$ cat config.mk
export PLATFORM = sky130hd
export DESIGN_NAME = exec_writeback_stage_flat
export DESIGN_NICKNAME = d
export VERILOG_FILES = /design/src/rtl/exec_writeback_stage_if.sv /design/src/rtl/exec_writeback_stage.sv /design/src/flat_wrapper.sv
export SDC_FILE = /design/constraint.sdc
export NUM_CORES = 1
export LEC_CHECK = 0
export CAP_MARGIN = 5
export CORE_MARGIN = 5
export CORE_UTILIZATION = 42
export CTS_CLUSTER_DIAMETER = 150
export DETAILED_ROUTE_END_ITERATION = 8
export PLACE_DENSITY = 0.91
export SLEW_MARGIN = 20
export SYNTH_ARGS = -nofsm -noshare
export SYNTH_HDL_FRONTEND = slang
export SYNTH_SLANG_ARGS = --single-unit
export TNS_END_PERCENT = 50
$ cat constraint.sdc
create_clock -name clk -period 3.55 [get_ports clk]
set_input_delay 0.5325 -clock clk [delete_from_list [all_inputs] [get_ports clk]]
set_output_delay 0.5325 -clock clk [all_outputs]
set_load 0.005 [all_outputs]
$ cat src/rtl/exec_writeback_stage_if.sv
// rtl/exec_writeback_stage_if.sv - handshake bundle between ALU, writeback stage and register file
// master drives the ALU op stream and consumes writeback entries; slave is the stage itself.
interface exec_writeback_stage_if;
   logic        in_valid;
   logic        in_ready;
   logic [15:0] in_result;
   logic [3:0]  in_flags;
   logic        in_setflags;
   logic [2:0]  in_dest;
   logic [2:0]  in_cond;
   logic        out_valid;
   logic        out_ready;
   logic [15:0] out_result;
   logic [2:0]  out_dest;
   logic        out_taken;

   modport master (
      output in_valid, in_result, in_flags, in_setflags, in_dest, in_cond, out_ready,
      input  in_ready, out_valid, out_result, out_dest, out_taken
   );

   modport slave (
      input  in_valid, in_result, in_flags, in_setflags, in_dest, in_cond, out_ready,
      output in_ready, out_valid, out_result, out_dest, out_taken
   );
endinterface

$ cat src/rtl/exec_writeback_stage.sv
// rtl/exec_writeback_stage.sv - ALU writeback register with architectural flags and branch condition
// EXEC_SKID_BUFFER_EN adds a skid entry so in_ready is a flop output instead of a path from out_ready.
module exec_writeback_stage (
   input  logic                    clk,
   input  logic                    rst_n,
   input  logic                    flags_clr,
   output logic [3:0]              flags_q,
   exec_writeback_stage_if.slave   bus
);

   logic       accept;
   logic [3:0] eff_flags;
   logic       in_taken;

   assign accept = bus.in_valid & bus.in_ready;

   // Condition is evaluated against the flags this op itself produces, if it sets them.
   always_comb begin
      eff_flags = bus.in_setflags ? bus.in_flags : flags_q;
      in_taken  = 1'b0;
      case (bus.in_cond)
         3'b000:  in_taken = 1'b1;
         3'b001:  in_taken = eff_flags[3];
         3'b010:  in_taken = ~eff_flags[3];
         3'b011:  in_taken = eff_flags[2];
         3'b100:  in_taken = eff_flags[1];
         3'b101:  in_taken = ~eff_flags[1];
         3'b110:  in_taken = eff_flags[0];
         default: in_taken = 1'b0;
      endcase
   end

   // An accepted flag-setting op overrides a coincident clear.
   always_ff @(posedge clk or negedge rst_n) begin
      if (!rst_n) begin
         flags_q <= 4'b0000;
      end else if (accept && bus.in_setflags) begin
         flags_q <= bus.in_flags;
      end else if (flags_clr) begin
         flags_q <= 4'b0000;
      end
   end

`ifdef EXEC_SKID_BUFFER_EN
   logic        skid_valid;
   logic [15:0] skid_result;
   logic [2:0]  skid_dest;
   logic        skid_taken;

   assign bus.in_ready = ~skid_valid;

   // skid_valid implies out_valid, so a full skid only waits for the output to drain.
   always_ff @(posedge clk or negedge rst_n) begin
      if (!rst_n) begin
         bus.out_valid  <= 1'b0;
         bus.out_result <= 16'h0000;
         bus.out_dest   <= 3'b000;
         bus.out_taken  <= 1'b0;
         skid_valid     <= 1'b0;
         skid_result    <= 16'h0000;
         skid_dest      <= 3'b000;
         skid_taken     <= 1'b0;
      end else if (skid_valid) begin
         if (bus.out_ready) begin
            bus.out_result <= skid_result;
            bus.out_dest   <= skid_dest;
            bus.out_taken  <= skid_taken;
            skid_valid     <= 1'b0;
         end
      end else if (accept) begin
         if (!bus.out_valid || bus.out_ready) begin
            bus.out_valid  <= 1'b1;
            bus.out_result <= bus.in_result;
            bus.out_dest   <= bus.in_dest;
            bus.out_taken  <= in_taken;
         end else begin
            skid_valid     <= 1'b1;
            skid_result    <= bus.in_result;
            skid_dest      <= bus.in_dest;
            skid_taken     <= in_taken;
         end
      end else if (bus.out_ready) begin
         bus.out_valid <= 1'b0;
      end
   end
`else
   assign bus.in_ready = ~bus.out_valid | bus.out_ready;

   always_ff @(posedge clk or negedge rst_n) begin
      if (!rst_n) begin
         bus.out_valid  <= 1'b0;
         bus.out_result <= 16'h0000;
         bus.out_dest   <= 3'b000;
         bus.out_taken  <= 1'b0;
      end else if (accept) begin
         bus.out_valid  <= 1'b1;
         bus.out_result <= bus.in_result;
         bus.out_dest   <= bus.in_dest;
         bus.out_taken  <= in_taken;
      end else if (bus.out_ready) begin
         bus.out_valid <= 1'b0;
      end
   end
`endif

endmodule

$ cat src/flat_wrapper.sv
// flat-port wrapper written by rule: the top's interface ports become plain ports
module exec_writeback_stage_flat 
  (clk, rst_n, flags_clr, flags_q, bus_in_valid, bus_in_result, bus_in_flags, bus_in_setflags, bus_in_dest, bus_in_cond, bus_out_ready, bus_in_ready, bus_out_valid, bus_out_result, bus_out_dest, bus_out_taken);
  exec_writeback_stage_if bus_i ();
  input  logic clk;
  input  logic rst_n;
  input  logic flags_clr;
  output logic [3:0] flags_q;
  input wire logic [$bits(bus_i.in_valid)-1:0] bus_in_valid;
  input wire logic [$bits(bus_i.in_result)-1:0] bus_in_result;
  input wire logic [$bits(bus_i.in_flags)-1:0] bus_in_flags;
  input wire logic [$bits(bus_i.in_setflags)-1:0] bus_in_setflags;
  input wire logic [$bits(bus_i.in_dest)-1:0] bus_in_dest;
  input wire logic [$bits(bus_i.in_cond)-1:0] bus_in_cond;
  input wire logic [$bits(bus_i.out_ready)-1:0] bus_out_ready;
  output wire logic [$bits(bus_i.in_ready)-1:0] bus_in_ready;
  output wire logic [$bits(bus_i.out_valid)-1:0] bus_out_valid;
  output wire logic [$bits(bus_i.out_result)-1:0] bus_out_result;
  output wire logic [$bits(bus_i.out_dest)-1:0] bus_out_dest;
  output wire logic [$bits(bus_i.out_taken)-1:0] bus_out_taken;
  assign bus_i.in_valid = bus_in_valid;
  assign bus_i.in_result = bus_in_result;
  assign bus_i.in_flags = bus_in_flags;
  assign bus_i.in_setflags = bus_in_setflags;
  assign bus_i.in_dest = bus_in_dest;
  assign bus_i.in_cond = bus_in_cond;
  assign bus_i.out_ready = bus_out_ready;
  assign bus_in_ready = bus_i.in_ready;
  assign bus_out_valid = bus_i.out_valid;
  assign bus_out_result = bus_i.out_result;
  assign bus_out_dest = bus_i.out_dest;
  assign bus_out_taken = bus_i.out_taken;
  exec_writeback_stage u_core (.clk(clk), .rst_n(rst_n), .flags_clr(flags_clr), .flags_q(flags_q), .bus(bus_i));
endmodule
==> results.md <==
* Run status: finished, final reports clean
* Levels on crit path at 3
* First-pass DRT Iterations at 4
* Layout cell share with drive strength beyond 1 at 4.42%
* Clock root cell: clkbuf_4
* Post-Route Skew at 0.00375 ns
* CP max stage delay at 0.54 ns
* RSZ-0062 raised after global routing: no
* Syn Nets at 158
* Post-CTS Setup Bufs at 0
* Startpoint types: input pin
* GRT Total Usage at 17.8%
* Initial antenna violation count at 0
* CP Max Fanout at 4
* Maximum clock path buffer count at 2
* Total negative slack at 0 ns
* Post-CTS Hold Buffers at 0
* Residual DRC count at 0
* DRT iter0 DRCs at 32
* PwrDens at 378 nW/um2
* Sequential area share after synthesis at 56.2%
* Vias/cell at 5.05
* GPL Wtd Cong at 0.791
* Avg WL per Cell at 14.6 um
* TritonCTS clock tree: yes
* Period utilization at 62.4%
* Yosys warns at 0
* DP HPWL at 2.41 mm
* Area Overhead vs Synth at 53.6%
* Die H at 61.5 um
* Antenna viol nets, final at 0
* Min Hold Slack at 0.167 ns
* Critical Path AT at 1.68 ns
* Grt total ovfl at 0
* CP startpoint: bus_out_ready
* Ant diodes at 0
* Post-synthesis cell type count at 22
* Hold Vio Cnt, Final at 0
* Core footprint at 2500 um2
* Worst Setup Path Type: in -> out
* Vias in the first global route at 1095
* Max frequency at 451 MHz
* Pins over their slew limit at 0
* CP dominant cell by count: clkdlybuf4s50_1
* First-pass GRT wire length at 4.97 mm
* Maximum vdd ir drop at 0.000216 V
* R2R depth at 5
* H-Tree Depth at 1
* Max_cap viols at 0
* Worst path required time at 3.02 ns
* Worst-margin pin slew at 0.893 ns
* Crit. End Element: primary output
* Crit path cell chain: clkdlybuf4s50_1 -> nand2b_1 -> clkdlybuf4s50_1
* CP top delay family: buffers and inverters
* Pin count of the biggest net entering global routing at 27
* CP bufs+invs at 2
* Row count at 18
* DIE AREA at 3780 um2
* Mapped Cells at 126
* Clk slew on worst S/H paths at 0.14 ns
* Die width at 61.5 um
* PostCTS Resize Cnt at 0
* Mapped Area at 1110 um2
* Final setup fails at 0
* Total wire length at 3.08 mm
* Initial Util at 44.5%
* Port Buffer Count at 57
* Post-layout net count at 214
* Clock Latency Late Sink at 0.32 ns
* Synthesized area per cell at 8.84 um2
* Hold crit path type: in -> async
* Leakage at 0.813 nW
* Synthesized flop and latch total at 25
* Tmin final at 2.22 ns
* CP max-delay cell: clkdlybuf4s50_1
* R2r startpoint: u_core.bus.out_valid
* CTS Buf Count at 3
* # IOs at 58
* Via count at 1066
* Slew margin rel. at 40.4%
* Clk sinks at 25
[routing by layer]
| layer | up-vias | track usage (%) | routed length, um |
|---|---|---|---|
| met5 | - | 0 | 0 |
| met4 | 0 | 7.58 | 61 |
| met3 | 7 | 3.35 | 275 |
| met2 | 46 | 31.2 | 1560 |
| met1 | 501 | 21.1 | 1180 |
| li1 | 512 | - | - |
[flip-flops by register name, summed over array words and instances, names as in the netlist]
| name | count |
|---|---|
| u_core.bus.out_dest | 3 |
| u_core.bus.out_valid | 1 |
| u_core.bus.out_taken | 1 |
| u_core.bus.out_result | 16 |
| u_core.flags_q | 4 |
[cells in the final DEF, fill, tap and decap left out, drive strengths merged]
| master | instances |
|---|---|
| nand3b | 4 |
| nand3 | 4 |
| buf | 1 |
| o21ai | 1 |
| clkinvlp | 1 |
| clkbuf | 3 |
| a211oi | 2 |
| nand2b | 3 |
| a31oi | 1 |
| or4 | 1 |
| nor2b | 1 |
| or2b | 3 |
| clkdlybuf4s50 | 56 |
| o21bai | 1 |
| mux2 | 1 |
| dfrtp | 25 |
| and2 | 2 |
| nand2 | 65 |
| a21oi | 3 |
| inv | 1 |
| mux2i | 1 |
| o311ai | 1 |
[cells by family after synthesis]
family / count (synthesis) / share of synthesized area (%)
buffers and inverters: 7 / 3.59
AND/OR/NAND/NOR: 83 / 32.8
flip-flops: 25 / 56.2
multiplexers: 2 / 2.25
AO/OA/AOI/OAI: 9 / 5.17
[area by class of cell]
type / count / area [um2]
fillers: 200 / 790
flip-flops and latches: 25 / 626
repair buffers: 57 / 566
multi-input cells: 94 / 448
well taps: 30 / 37.5
clock buffers: 3 / 22.5
clock inverters: 1 / 7.51
inverters: 1 / 3.75
[through the flow]
step | utilization, % | worst slack (ns) | power [mW] | cells | instance area [um2]
after detailed placement | 67.4 | 1.10 | 0.523 | 207 | 1690
after global routing | 68.4 | 1.29 | 0.683 | 211 | 1710
final | 68.4 | 1.33 | 0.647 | 211 | 1710
after CTS | 68.6 | 1.33 | 0.650 | 211 | 1720
after floorplan | - | 2.06 | 0.398 | 126 | 1110
after global placement | 67.4 | 1.24 | 0.515 | 207 | 1690
[worst reg2reg max path, delay by kind of cell, from the launching register on]
family | cells | cell delay [ns]
AND/OR/NAND/NOR | 5 | 1.32
flip-flops | 1 | 0.40
[synth_stat cells (all sizes together)]
cell	instances	share of area (%)
nand3b	4	2.7
a21oi	3	1.3
o21bai	1	0.67
nand3	4	1.8
and2	2	1.1
or4	1	0.67
o311ai	1	0.79
inv	1	0.34
mux2i	1	0.90
a31oi	1	0.56
or2b	3	2.1
buf	6	3.3
o21ai	1	0.45
mux2	1	1.3
nor2b	1	0.56
nand2	65	22
dfrtp	25	56
a211oi	2	1.3
nand2b	3	1.9
[worst paths after layout]
| check | to | slack (ns) |
|---|---|---|
| max | bus_in_ready | 1.33 |
| min | u_core.bus.out_result[7] | 0.17 |
| max reg2reg | u_core.flags_q[0] | 1.72 |
| min reg2reg | u_core.bus.out_result[14] | 0.49 |
| max in group asynchronous | u_core.flags_q[2] | 3.03 |
| min in group clk | u_core.bus.out_result[14] | 0.49 |
[where the power goes]
group	switching [mW]	internal [mW]
combinational	0.0674	0.110
clock	0.0887	0.0431
sequential	0.0202	0.318
(Power assumes the default switching activity.)
